--- src/rtl/add_result_buffer_if.sv ---
// Handshake and status bundle between an adder result producer, the result
// buffer and its downstream consumer.
interface add_result_buffer_if #(
    parameter int DEPTH = 4,
    parameter int CNT_W = 16
);
    localparam int CW = $clog2(DEPTH) + 1;

    logic              in_valid_i;
    logic              in_ready_o;
    logic [31:0]       sum_i;
    logic              carry_i;
    logic              out_valid_o;
    logic              out_ready_i;
    logic [31:0]       out_sum_o;
    logic              out_carry_o;
    logic [CW-1:0]     count_o;
    logic [CNT_W-1:0]  carry_cnt_o;

    modport slave (
        input  in_valid_i, sum_i, carry_i, out_ready_i,
        output in_ready_o, out_valid_o, out_sum_o, out_carry_o, count_o, carry_cnt_o
    );

    modport master (
        output in_valid_i, sum_i, carry_i, out_ready_i,
        input  in_ready_o, out_valid_o, out_sum_o, out_carry_o, count_o, carry_cnt_o
    );
endinterface

--- src/rtl/add_result_buffer.sv ---
// First-word-fall-through FIFO of {carry, sum} adder results with a
// saturating counter of accepted results that carried out.
module add_result_buffer #(
    parameter int DEPTH = 4,
    parameter int CNT_W = 16
) (
    input  logic                clk_i,
    input  logic                rst_ni,
    input  logic                clr_i,
    add_result_buffer_if.slave  bus
);
    localparam int PTR_W = $clog2(DEPTH);
    localparam logic [PTR_W:0] FULL_CNT = (PTR_W+1)'(DEPTH);

    logic [32:0]       r_mem [DEPTH];
    logic [PTR_W-1:0]  r_wptr;
    logic [PTR_W-1:0]  r_rptr;
    logic [PTR_W:0]    r_count;
    logic [CNT_W-1:0]  r_carry_cnt;

    logic              w_in_ready;
    logic              w_out_valid;
    logic              w_push;
    logic              w_pop;
    logic [32:0]       w_head;

    // Ready/valid come from the registered count only, so no input reaches an output.
    assign w_in_ready  = (r_count != FULL_CNT);
    assign w_out_valid = (r_count != '0);
    assign w_push      = bus.in_valid_i && w_in_ready;
    assign w_pop       = w_out_valid && bus.out_ready_i;
    assign w_head      = r_mem[r_rptr];

    assign bus.in_ready_o  = w_in_ready;
    assign bus.out_valid_o = w_out_valid;
    assign bus.out_sum_o   = w_out_valid ? w_head[31:0] : 32'h0;
    assign bus.out_carry_o = w_out_valid ? w_head[32]   : 1'b0;
    assign bus.count_o     = r_count;
    assign bus.carry_cnt_o = r_carry_cnt;

    // Storage is left uncleared; stale words are hidden by the empty-gating above.
    always_ff @(posedge clk_i) begin
        if (w_push && !clr_i) begin
            r_mem[r_wptr] <= {bus.carry_i, bus.sum_i};
        end
    end

    always_ff @(posedge clk_i or negedge rst_ni) begin
        if (!rst_ni) begin
            r_wptr      <= '0;
            r_rptr      <= '0;
            r_count     <= '0;
            r_carry_cnt <= '0;
        end else if (clr_i) begin
            r_wptr      <= '0;
            r_rptr      <= '0;
            r_count     <= '0;
            r_carry_cnt <= '0;
        end else begin
            if (w_push) begin
                r_wptr <= r_wptr + PTR_W'(1);
            end
            if (w_pop) begin
                r_rptr <= r_rptr + PTR_W'(1);
            end
            case ({w_push, w_pop})
                2'b10:   r_count <= r_count + (PTR_W+1)'(1);
                2'b01:   r_count <= r_count - (PTR_W+1)'(1);
                default: r_count <= r_count;
            endcase
            if (w_push && bus.carry_i && (r_carry_cnt != '1)) begin
                r_carry_cnt <= r_carry_cnt + CNT_W'(1);
            end
        end
    end
endmodule

--- src/flat_wrapper.sv ---
// flat-port wrapper written by rule: the top's interface ports become plain ports
module add_result_buffer_flat 
#(
    parameter int DEPTH = 4,
    parameter int CNT_W = 16
)
  (clk_i, rst_ni, clr_i, bus_in_valid_i, bus_sum_i, bus_carry_i, bus_out_ready_i, bus_in_ready_o, bus_out_valid_o, bus_out_sum_o, bus_out_carry_o, bus_count_o, bus_carry_cnt_o);
  add_result_buffer_if #(.DEPTH(DEPTH), .CNT_W(CNT_W)) bus_i ();
  input  logic clk_i;
  input  logic rst_ni;
  input  logic clr_i;
  input wire logic [$bits(bus_i.in_valid_i)-1:0] bus_in_valid_i;
  input wire logic [$bits(bus_i.sum_i)-1:0] bus_sum_i;
  input wire logic [$bits(bus_i.carry_i)-1:0] bus_carry_i;
  input wire logic [$bits(bus_i.out_ready_i)-1:0] bus_out_ready_i;
  output wire logic [$bits(bus_i.in_ready_o)-1:0] bus_in_ready_o;
  output wire logic [$bits(bus_i.out_valid_o)-1:0] bus_out_valid_o;
  output wire logic [$bits(bus_i.out_sum_o)-1:0] bus_out_sum_o;
  output wire logic [$bits(bus_i.out_carry_o)-1:0] bus_out_carry_o;
  output wire logic [$bits(bus_i.count_o)-1:0] bus_count_o;
  output wire logic [$bits(bus_i.carry_cnt_o)-1:0] bus_carry_cnt_o;
  assign bus_i.in_valid_i = bus_in_valid_i;
  assign bus_i.sum_i = bus_sum_i;
  assign bus_i.carry_i = bus_carry_i;
  assign bus_i.out_ready_i = bus_out_ready_i;
  assign bus_in_ready_o = bus_i.in_ready_o;
  assign bus_out_valid_o = bus_i.out_valid_o;
  assign bus_out_sum_o = bus_i.out_sum_o;
  assign bus_out_carry_o = bus_i.out_carry_o;
  assign bus_count_o = bus_i.count_o;
  assign bus_carry_cnt_o = bus_i.carry_cnt_o;
  add_result_buffer #(.DEPTH(DEPTH), .CNT_W(CNT_W)) u_core (.clk_i(clk_i), .rst_ni(rst_ni), .clr_i(clr_i), .bus(bus_i));
endmodule
--- config.mk ---
export PLATFORM = sky130hd
export DESIGN_NAME = add_result_buffer_flat
export DESIGN_NICKNAME = d
export VERILOG_FILES = /design/src/rtl/add_result_buffer_if.sv /design/src/rtl/add_result_buffer.sv /design/src/flat_wrapper.sv
export SDC_FILE = /design/constraint.sdc
export NUM_CORES = 1
export LEC_CHECK = 0
export CORE_MARGIN = 2
export CORE_UTILIZATION = 49
export CTS_CLUSTER_SIZE = 20
export DETAILED_ROUTE_END_ITERATION = 8
export PLACE_DENSITY_LB_ADDON = 0.08
export SYNTH_ARGS = -nofsm -noshare
export SYNTH_HDL_FRONTEND = slang
export SYNTH_SLANG_ARGS = --single-unit
--- constraint.sdc ---
create_clock -name clk_i -period 2.25 [get_ports clk_i]
set_clock_uncertainty 0.15 [all_clocks]
set_input_delay 0.3375 -clock clk_i [delete_from_list [all_inputs] [get_ports clk_i]]
set_output_delay 0.3375 -clock clk_i [all_outputs]
set_load 0.005 [all_outputs]
== Word-level counts from Yosys, hierarchy flattened ==
Memory sizes are Yosys's and may differ from the RTL's.
Index checks and enable logic that the tools add are counted.

* Multiplexer cells: 12
* Reductions and logical operators: 11
* Equal/unequal tests: 4
* Add/subtract/negate cells: 5

{| class="wikitable"
|+ Operators with widths
! kind !! number
|-
| $mux 16 || 2
|-
| $mux 32 || 1
|-
| $add 16x1->16 const B || 1
|-
| $ne 16x16->1 const B || 1
|-
| $mux 2 || 4
|-
| $pmux 3 s2 || 1
|-
| $reduce_bool 2->1 || 3
|-
| $reduce_bool 3->1 || 2
|-
| $logic_and 1x1->1 || 5
|-
| $add 2x1->2 const B || 2
|-
| $add 3x1->3 const B || 1
|-
| $mux 1 || 3
|-
| $mux 3 || 1
|-
| $ne 3x3->1 const B || 1
|-
| $sub 3x1->3 const B || 1
|-
| $eq 2x1->1 const B || 1
|-
| $eq 2x2->1 const B || 1
|-
| $logic_not 1->1 || 1
|}

* Output and inout port bits: 54
* Word-level logic and storage cells: 37
* RAM bits: 132
* Memories: 1
* Bits in registers: 23
* Bits of input ports: 38

{| class="wikitable"
|+ Memory list
! name !! depth !! bits a word !! read ports !! clocked after memory_dff !! write ports !! line !! source
|-
| u_core.r_mem || 4 || 33 || 1 || 0 || 1 || add_result_buffer.sv:15 || <nowiki>logic [32:0] r_mem [DEPTH];</nowiki>
|}

== Depth between registers and ports, before layout ==
Gate-level depths: netlist of run 1.

* Word-level depth: 6
* Mapped depth: 6
* Mapped depth without buffers: 6

== Least setup slack after synthesis of run 1 ==
OpenSTA, ideal clock, no wires.

* Path type: register to register
* From: register u_core.r_count[2], in the netlist u_core.bus.count_o[2]
* To: memory u_core.r_mem[0][0] (enable)
* Data arrival time: 1.839 ns
* Data required time: 1.707 ns
* Setup time: 0.393 ns
* Path buffers: 0
* Cell stages (with the launch flop): 6
* Slack: -0.132 ns
* Period minus slack after synthesis: 2.382 ns
* Cells stage by stage: dfrtp_1 nor3b_2 inv_1 nand2_1 nor2_1 and2_1

* Longest elaborated chain between the ends: 5

{| class="wikitable"
|+ RTL lines
! what !! line !! source
|-
| start: declaration || add_result_buffer.sv:18 || <nowiki>logic [PTR_W:0] r_count;</nowiki>
|-
| start signal: assignment || add_result_buffer.sv:67 || <nowiki>2'b10: r_count <= r_count + (PTR_W+1)'(1);</nowiki>
|-
| start signal: assignment || add_result_buffer.sv:68 || <nowiki>2'b01: r_count <= r_count - (PTR_W+1)'(1);</nowiki>
|-
| start signal: assignment || add_result_buffer.sv:69 || <nowiki>default: r_count <= r_count;</nowiki>
|-
| $ne 3x3->1 || add_result_buffer.sv:28 || <nowiki>assign w_in_ready = (r_count != FULL_CNT);</nowiki>
|-
| net bus_in_ready_o || flat_wrapper.sv:16 || <nowiki>output wire logic [$bits(bus_i.in_ready_o)-1:0] bus_in_ready_o;</nowiki>
|-
| $logic_and 1x1->1 || add_result_buffer.sv:30 || <nowiki>assign w_push = bus.in_valid_i && w_in_ready;</nowiki>
|-
| $logic_and 1x1->1 || add_result_buffer.sv:43 || <nowiki>if (w_push && !clr_i) begin</nowiki>
|-
| $mux 1 || add_result_buffer.sv:43 ||
|-
| $mux 1 (implied by the code) || add_result_buffer.sv:44 || <nowiki>r_mem[r_wptr] <= {bus.carry_i, bus.sum_i};</nowiki>
|-
| end: declaration || add_result_buffer.sv:15 ||
|}

The timed path passes the listed nets, and every way through them passes these cells.

== Worst setup path in the final report of run 1 ==
* From: register u_core.r_rptr[0]
* To: output port bus_out_sum_o[16]

* Longest elaborated chain between the ends: 2

{| class="wikitable"
|+ RTL lines
! what !! line !! source
|-
| start: declaration || add_result_buffer.sv:17 || <nowiki>logic [PTR_W-1:0] r_rptr;</nowiki>
|-
| start signal: assignment || add_result_buffer.sv:64 || <nowiki>r_rptr <= r_rptr + PTR_W'(1);</nowiki>
|-
| $mem_v2 4x33 || - ||
|-
| $mux 32 || add_result_buffer.sv:36 || <nowiki>assign bus.out_sum_o = w_out_valid ? w_head[31:0] : 32'h0;</nowiki>
|-
| end: declaration || flat_wrapper.sv:18 || <nowiki>output wire logic [$bits(bus_i.out_sum_o)-1:0] bus_out_sum_o;</nowiki>
|}

Every way passes these cells.

==> results.yml, run 1 <==
floorplan:
  fp-row-count: 41
  die_y_um: 118
  core_sq_um: 12700
  dieWidth_um: 118
  die-area_sq_um: 14000
  initial_utilization_pct: 50.4
  io_pins: 92
global_route:
  grt_max_degree: 26
  grt_overflow: 0
  grtUsageMet3_pct: 5.21
  grt_busiest_layer: "met2"
  grt_pass1_vias: 3875
  antenna_found_initial: 0
  grt_pass1_wl_um: 20700
  grt_usage_pct: 19.8
  use_met1_pct: 25.8
  grt_util_met2_pct: 32.3
synthesis:
  synth_edf_count: 132
  syn_area_per_cell_sq_um: 17.8
  yosys_warnings: 0
  syn_area_sq_um: 6390
  async_flop_share_pct: 14.8
  syn_inst: 360
  synth_ff_type: "edfxtp_1"
  syn_nets: 404
  seq_area_frac_synth_pct: 71.0
  synthDistinctLibCells: 44
  ys_ff_latch: 155
status:
  status: "finished, violations left"
  violations: "setup timing"
placement:
  io_buffers: 91
  gp_congestion: 0.839
  placed_area_sq_um: 7810
  hpwlAfterDp_um: 7880
  placed_cells: 639
power_and_ir_drop:
  power.leakage_nw: 3.06
  ir_drop_v: 0.000753
  p_per_area_nw_per_um2: 1080
setup_path:
  cp-start-kind: "flip-flop"
  path_max_fanout: 5
  arrival_ns: 1.89
  worstSetupEndpointType: "primary output"
  cp_data_required_time_ns: 1.76
  critPathKind: "flip-flop to primary output"
route:
  drtIter0Drc: 302
  drt-wirelength-per-cell_um: 19.0
  drtPass1Iterations: 4
  wl_um: 13100
  via_count: 3758
  viasPerCell: 5.44
  ant_nets: 0
  drc: 0
clock_tree:
  insertion_delay_ns: 0.41
  cts-hold-fix-buffers: 0
  cts_root_buffer: "clkbuf_16"
  clk_path_buf_depth: 2
  clk_pin_slew_ns: 0.06
  cts_tree: "done"
  cts.sinks: 155
  cts_buffers: 17
  htreeDepth: 4
timing:
  slew_viol_final: 0
  hold_viol: 0
  relSlewSlack_pct: 77.7
  fmax_ghz: 0.421
  holdWs_ns: 0.129
  min_period_over_period_pct: 106
  fin_ws_ns: -0.128
  post-route-min-period_ns: 2.38
  setup_viol: 33
  tightest_slew_ns: 0.331
  rsz0062_at_grt: "yes"
final_layout:
  area_growth_syn_to_layout_pct: 35.7
  regArea_sq_um: 4540
  drive_gt1_share_pct: 36.0
  final_area_sq_um: 8670
  n_fill_cell: 912
  nNetsFinal: 550
  multi_input_area_sq_um: 1820
  diodes: 0
  final_cells: 691
run:
  cap_violations: 0
worst_hold_path:
  worstHoldPathType: "primary input to async pin"
==> registers in the layout (all words and copies together), names as in the netlist <==
register,flops
u_core.r_wptr,2
u_core.r_mem,132
u_core.r_rptr,2
u_core.bus.count_o,3
u_core.bus.carry_cnt_o,16
==> kinds of logic (layout without fill, tap and decap cells) <==
kind of cell	after synthesis	count (layout)	share of synthesized area (%)
AO/OA/AOI/OAI	35	35	3.64
XOR/XNOR	3	3	0.411
adder cells (fa/ha/maj)	6	6	1.29
buffers and inverters	23	182	1.70
flip-flops	155	155	71.0
multiplexers	37	37	12.3
AND/OR/NAND/NOR	101	101	9.61
==> through the flow <==
step	setup TNS (ns)	setup WS (ns)	power, mW	util, %
after CTS	-5.02	-0.206	9.54	68.8
after floorplan	0	0.0737	4.63	-
after detailed placement	-0.577	-0.133	6.05	61.6
after global routing	-4.74	-0.207	9.78	68.5
after global placement	-0.268	-0.0812	6.02	61.6
final	-2.45	-0.128	9.38	68.5
==> layer usage <==
| metal | routed length, um | vias up |
|---|---|---|
| met5 | 0 | - |
| met4 | 165 | 0 |
| met3 | 532 | 18 |
| met2 | 6660 | 86 |
| met1 | 5790 | 1921 |
| li1 | - | 1733 |
==> critical path, cell delays in order (launching register included) <==
cell,delay (ns)
dfrtp_2,0.42
buf_6,0.17
buf_8,0.12
mux4_2,0.49
and2_4,0.15
buf_6,0.11
==> placed cells by master, fill, tap and decap left out, types with 11 or more instances in the layout <==
cell / count
a21oi_1: 13
buf_4: 28
buf_6: 29
and2_1: 11
dfrtp_1: 21
mux4_2: 33
clkdlybuf4s50_1: 56
and2_4: 23
buf_12: 13
clkbuf_16: 17
edfxtp_1: 132
==> path summary, 6_finish.rpt <==
path / from / endpoint / slack [ns] / cells past startpoint
min in group clk_i: bus_sum_i[26] / u_core.r_mem[0][26] / 0.40 / 1
hold reg to reg: u_core.r_wptr[1] / u_core.r_wptr[1] / 0.43 / 2
hold / removal: rst_ni / u_core.bus.carry_cnt_o[3] / 0.13 / 2
max in group asynchronous: rst_ni / u_core.r_rptr[0] / 1.56 / 2
setup reg to reg: u_core.bus.count_o[0] / u_core.bus.carry_cnt_o[13] / 0.08 / 6
setup / recovery: u_core.r_rptr[0] / bus_out_sum_o[16] / -0.13 / 5
==> final cells by class <==
class                      instances  share of cell area, %
sequential                       155                   52.4
multi-input combinational        182                   21.0
timing repair buffer             144                   17.3
clock buffer                      23                   5.51
tap                              172                   2.48
clock inverter                     9                   1.11
inverter                           6                  0.260
==> report_power, final <==
group / switching, mW / internal, mW
sequential: 0.0701 / 3.31
clock: 1.03 / 1.71
combinational: 1.22 / 2.04
==> what timing repair did <==
item / CTS / global route
gates cloned: 3 / 0
endpoints found under the setup margin: 35 / 41
buffers inserted: 20 / 1
pin swaps: 34 / 4
gates resized for setup: 176 / 20
==> cell usage after synthesis (2+ instances only) <==
master    number  share of area, %
edfxtp_1     132                62
and2_1        38               3.7
mux4_2        33                12
dfrtp_1       23               9.0
a21oi_1       13               1.0
clkbuf_1      10              0.59
nor2_1         9              0.53
or4_1          9               1.1
nand2_1        8              0.47
nand3_1        8              0.63
o31ai_1        7              0.82
inv_1          6              0.35
nand4_1        6              0.59
ha_1           5              0.98
nor3_1         5              0.39
o21a_1         4              0.47
and4_1         3              0.41
buf_2          3              0.23
mux2_2         3              0.53
nor2b_1        3              0.29
o21ai_0        3              0.23
o41ai_1        3              0.41
buf_6          2              0.35
nor4_1         2              0.20
or3_1          2              0.20
xnor2_1        2              0.27
Note: power is estimated with default switching activity, not from simulation.
==> inputs of run 2 (changes only) <==
PLACE_DENSITY_LB_ADDON = 0.3   (was 0.08)
SLEW_MARGIN = 0   (was not set)
==> run 2 against run 1 <==
Critical path type unchanged. Via count is 7.5% higher. First-iteration DRC count is 34% higher. The flow still finishes with violations (setup timing). Non-clock buffer count is 12 higher. Highest routed layer unchanged.
==> results.yml, run 2 (synthesis gave the netlist of run 1 again) <==
placement:
  placed_area_sq_um: 7810
  hpwlAfterDp_um: 8180
  gp_congestion: 0.883
  io_buffers: 91
  place_ws_ns: -0.111
floorplan:
  core_sq_um: 12700
  io_pins: 92
  die_y_um: 118
  die-area_sq_um: 14000
  initial_utilization_pct: 50.4
  dieWidth_um: 118
  fp-row-count: 41
status:
  status: "finished, violations left"
  violations: "setup timing"
setup_path:
  cp-start-kind: "flip-flop"
  cpLargestDelayFamily: "buffers and inverters"
  path_depth: 6
  cp_cell_sequence: "buf_12 > buf_12 > buf_8 > mux4_2 > and2_4 > buf_6"
  r2r_cells: 6
  path_max_fanout: 4
  rrSetupSlack_ns: -0.03
  crit_buf_inv: 4
  r2r-end: "u_core.bus.carry_cnt_o[12]"
  worstSetupEndpointType: "primary output"
  critPathLaunch: "u_core.r_rptr[0]"
  crit_top_cell: "buf_12"
  timing.rr.start: "u_core.bus.count_o[2]"
  crit_end: "bus_out_sum_o[10]"
  cp_data_required_time_ns: 1.76
  critPathKind: "flip-flop to primary output"
  cpMaxStageDelayCell: "dfrtp_2"
  arrival_ns: 1.96
  max_stage_delay_ns: 0.43
route:
  drtPass1Iterations: 5
  ant_nets: 0
  drtIter0Drc: 404
  drc: 0
  wl_um: 15000
  via_count: 4039
  viasPerCell: 5.74
  drt-wirelength-per-cell_um: 21.4
timing:
  post-route-min-period_ns: 2.44
  hold_viol: 0
  slew_viol_final: 0
  setup_viol: 36
  holdWs_ns: 0.124
  fin_ws_ns: -0.194
  fmax_ghz: 0.409
  relSlewSlack_pct: 75.4
  tightest_slew_ns: 0.366
  rsz0062_at_grt: "yes"
  fin_tns_setup_ns: -4.18
  min_period_over_period_pct: 109
power_and_ir_drop:
  p_per_area_nw_per_um2: 1120
  switching_share_pct: 26.5
  ir_drop_v: 0.000660
  power.leakage_nw: 3.17
  internal_power_mw: 7.39
  power_frac_seq_pct: 33.7
  combPwrFrac_pct: 38.7
  p_switching_mw: 2.66
  p_clk_share_pct: 27.6
global_route:
  antenna_found_initial: 0
  grt_usage_pct: 21.6
  grt_pass1_vias: 3935
  grt_max_degree: 35
  grt_pass1_wl_um: 22400
  grt_overflow: 0
clock_tree:
  cts_buffers: 17
  insertion_delay_ns: 0.42
  clk_path_buf_depth: 2
  htreeDepth: 4
  cts_root_buffer: "clkbuf_16"
  cts_tree: "done"
  cts.sinks: 155
  clk_pin_slew_ns: 0.06
final_layout:
  postLayoutCoreUtil_pct: 70.6
  drive_gt1_share_pct: 40.4
  largest_reg_flops: 132
  layout_commonest_cell: "edfxtp_1"
  n_fill_cell: 825
  nNetsFinal: 563
  area_growth_syn_to_layout_pct: 40.0
  diodes: 0
  regMostFlops: "u_core.r_mem"
  mostFrequentLayoutCells: "edfxtp_1, clkdlybuf4s50_1, buf_6, buf_4, mux4_2"
  final_area_sq_um: 8950
run:
  cap_violations: 0
worst_hold_path:
  worstHoldPathType: "primary input to async pin"
run 2: worst reg2reg max path: cells and delay by family (launching register included):
family / cells / cell delay (ns)
buf+inv: 2 / 0.25
flops: 1 / 0.40
simple gates: 3 / 0.99
mux: 1 / 0.37
run 2: what timing repair did:
action / CTS / global route
resized for setup: 193 / 33
buffers inserted: 19 / 14
cloned: 6 / 1
hold buffers: 0 / 0
endpoints found under the setup margin: 35 / 44
pin swaps: 32 / 12
run 2: final cells by class:
type                    instances  area [sq um]  share of cell area [%]
repair buffers                156          1710                    19.1
multi-input cells             183          1890                    21.1
flip-flops and latches        155          4540                    50.8
inverters                       6          22.5                   0.252
clock inverters                15           146                    1.64
well taps                     172           215                    2.40
clock buffers                  17           425                    4.75
run 2: how the worst min path moves through the flow:
stage | start | endpoint
after global placement | u_core.bus.carry_cnt_o[8] | u_core.bus.carry_cnt_o[8]
after global routing | rst_ni | u_core.bus.carry_cnt_o[14]
after CTS | rst_ni | u_core.bus.carry_cnt_o[15]
final | rst_ni | u_core.bus.carry_cnt_o[12]
after floorplan | rst_ni | u_core.bus.carry_cnt_o[0]
after detailed placement | u_core.bus.carry_cnt_o[8] | u_core.bus.carry_cnt_o[8]
run 2: per-layer routing:
| layer | vias to the layer above | track usage (%) | routed length (um) |
|---|---|---|---|
| li1 | 1767 | - | - |
| met2 | 150 | 35.6 | 7880 |
| met3 | 26 | 4.87 | 806 |
| met1 | 2096 | 28.6 | 6100 |
| met5 | - | 0 | 0 |
| met4 | 0 | 7.45 | 254 |
run 2: power groups by stage:
stage               clock network, mW  registers (mW)  logic (mW)
floorplan                           0            3.43        1.20
global placement                    0            3.43        2.58
detailed placement                  0            3.44        2.61
CTS                              2.80            3.38        3.73
global route                     2.92            3.39        4.12
finish                           2.78            3.38        3.89
run 2: through the flow:
stage	total power, mW	cells
after floorplan	4.63	360
after global placement	6.00	635
after detailed placement	6.05	635
after CTS	9.90	692
after global routing	10.4	704
final	10.0	704
==> inputs of run 3 (changes only) <==
CELL_PAD_IN_SITES_DETAIL_PLACEMENT = 1   (was not set)
CELL_PAD_IN_SITES_GLOBAL_PLACEMENT = 1   (was not set)
CORE_UTILIZATION = 41   (was 49)
==> run 3 against run 2 <==
The flow still finishes with violations (setup timing). Sequential share of layout area shrank 0.44 points. Critical path depth is the same. First-iteration DRC count decreased by 55%. Critical path type unchanged.
==> results.yml, run 3 (synthesis gave the netlist of run 1 again) <==
status:
  status: "finished, violations left"
  violations: "setup timing"
setup_path:
  rrSetupSlack_ns: 0.03
  worstSetupEndpointType: "primary output"
  cpLargestDelayFamily: "buffers and inverters"
  cpMaxStageDelayCell: "dfrtp_2"
  r2r_cells: 6
  cp_cell_sequence: "buf_12 > buf_8 > buf_12 > mux4_2 > and2_4 > buf_6"
  r2r-end: "u_core.bus.carry_cnt_o[13]"
  crit_top_cell: "buf_12"
  max_stage_delay_ns: 0.43
  crit_buf_inv: 4
  path_max_fanout: 5
  cp_data_required_time_ns: 1.76
  critPathKind: "flip-flop to primary output"
  arrival_ns: 1.92
  cp-start-kind: "flip-flop"
  timing.rr.start: "u_core.bus.count_o[2]"
clock_tree:
  cts_root_buffer: "clkbuf_16"
  cts-hold-fix-buffers: 0
  clk_path_buf_depth: 2
  clk_pin_slew_ns: 0.06
  cts.sinks: 155
  cts_buffers: 17
  cts_tree: "done"
  insertion_delay_ns: 0.41
  htreeDepth: 4
final_layout:
  mostFrequentLayoutCells: "edfxtp_1, clkdlybuf4s50_1, buf_6, mux4_2, and2_4"
  drive_gt1_share_pct: 42.0
  regMostFlops: "u_core.r_mem"
  layout_commonest_cell: "edfxtp_1"
  postLayoutCoreUtil_pct: 59.4
  area_growth_syn_to_layout_pct: 41.3
  largest_reg_flops: 132
  n_fill_cell: 1378
  diodes: 0
  nNetsFinal: 552
power_and_ir_drop:
  p_per_area_nw_per_um2: 1110
  ir_drop_v: 0.000540
  total_power_mw: 10.1
  power.leakage_nw: 3.16
route:
  ant_nets: 0
  wl_um: 15100
  drtPass1Iterations: 4
  drt-wirelength-per-cell_um: 21.4
  viasPerCell: 5.51
  drtIter0Drc: 182
  drc: 0
  via_count: 3896
placement:
  io_buffers: 91
  hpwlAfterDp_um: 9350
  place_ws_ns: -0.121
  gp_congestion: 0.818
floorplan:
  initial_utilization_pct: 42.0
  core_sq_um: 15200
  dieWidth_um: 129
  io_pins: 92
  fp-row-count: 45
  die_y_um: 129
  die-area_sq_um: 16600
timing:
  holdWs_ns: 0.138
  fmax_ghz: 0.415
  setup_viol: 33
  min_period_over_period_pct: 107
  hold_viol: 0
  tightest_slew_ns: 0.432
  post-route-min-period_ns: 2.41
  rsz0062_at_grt: "yes"
  slew_viol_final: 0
  fin_ws_ns: -0.162
  relSlewSlack_pct: 71.1
  fin_tns_setup_ns: -2.74
global_route:
  antenna_found_initial: 0
  grt_overflow: 0
  grt_usage_pct: 19.4
  grt_pass1_wl_um: 23800
  grt_pass1_vias: 4248
  grt_max_degree: 35
run:
  cap_violations: 0
worst_hold_path:
  worstHoldPathType: "primary input to async pin"
-- run 3: what timing repair did --
| action | 4_1_cts | 5_1_grt |
|---|---|---|
| gates resized for setup | 192 | 50 |
| buffers inserted | 15 | 4 |
| cloned | 2 | 1 |
| setup endpoints to repair | 35 | 154 |
| pin swaps | 26 | 5 |
-- run 3: worst max-delay path by stage --
stage / startpoint / to / slack, ns / cells after the start
3_3_place_gp: bus_in_valid_i / u_core.bus.carry_cnt_o[11] / -0.05 / 5
2_1_floorplan: u_core.bus.count_o[1] / u_core.bus.count_o[2] / 0.07 / 6
3_5_place_dp: bus_in_valid_i / u_core.bus.carry_cnt_o[13] / -0.12 / 5
6_report: u_core.r_rptr[0] / bus_out_sum_o[11] / -0.16 / 6
4_1_cts: u_core.r_rptr[0] / bus_out_sum_o[1] / -0.19 / 6
5_1_grt: u_core.r_rptr[0] / bus_out_sum_o[11] / -0.21 / 6
-- run 3: cell type report --
class	count	area [sq um]	area share, %
sequential	155	4540	50.3
multi-input combinational	183	1940	21.5
timing repair buffer	145	1640	18.1
clock buffer	17	425	4.71
tap	188	235	2.60
clock inverter	13	223	2.47
inverter	6	22.5	0.249
-- run 3: routing by layer --
metal / part of all wire [%] / wire (um) / track usage (%)
met1: 43 / 6540 / 24.8
met2: 52 / 7830 / 33.0
met3: 3.4 / 511 / 3.74
met4: 1.7 / 255 / 7.42
met5: 0 / 0 / 0
-- run 3: metrics by stage --
| stage | cell area [sq um] | instances |
|---|---|---|
| 2_1_floorplan | 6400 | 360 |
| 3_3_place_gp | 7860 | 656 |
| 3_5_place_dp | 7860 | 656 |
| 4_1_cts | 8790 | 703 |
| 5_1_grt | 9030 | 707 |
| 6_report | 9030 | 707 |
-- run 3: worst register-to-register path, delay by kind of cell (launching register included) --
kind | cells | cell delay [ns]
compound gates | 1 | 0.12
buf+inv | 2 | 0.25
flops | 1 | 0.39
simple gates | 3 | 1.24
-- run 3: power breakdown --
| group | switching (mW) | internal, mW | leakage, nW |
|---|---|---|---|
| registers | 0.0849 | 3.31 | 1.51 |
| clock network | 1.09 | 2.06 | 0.314 |
| logic | 1.28 | 2.24 | 1.34 |
| total | 2.46 | 7.61 | 3.16 |
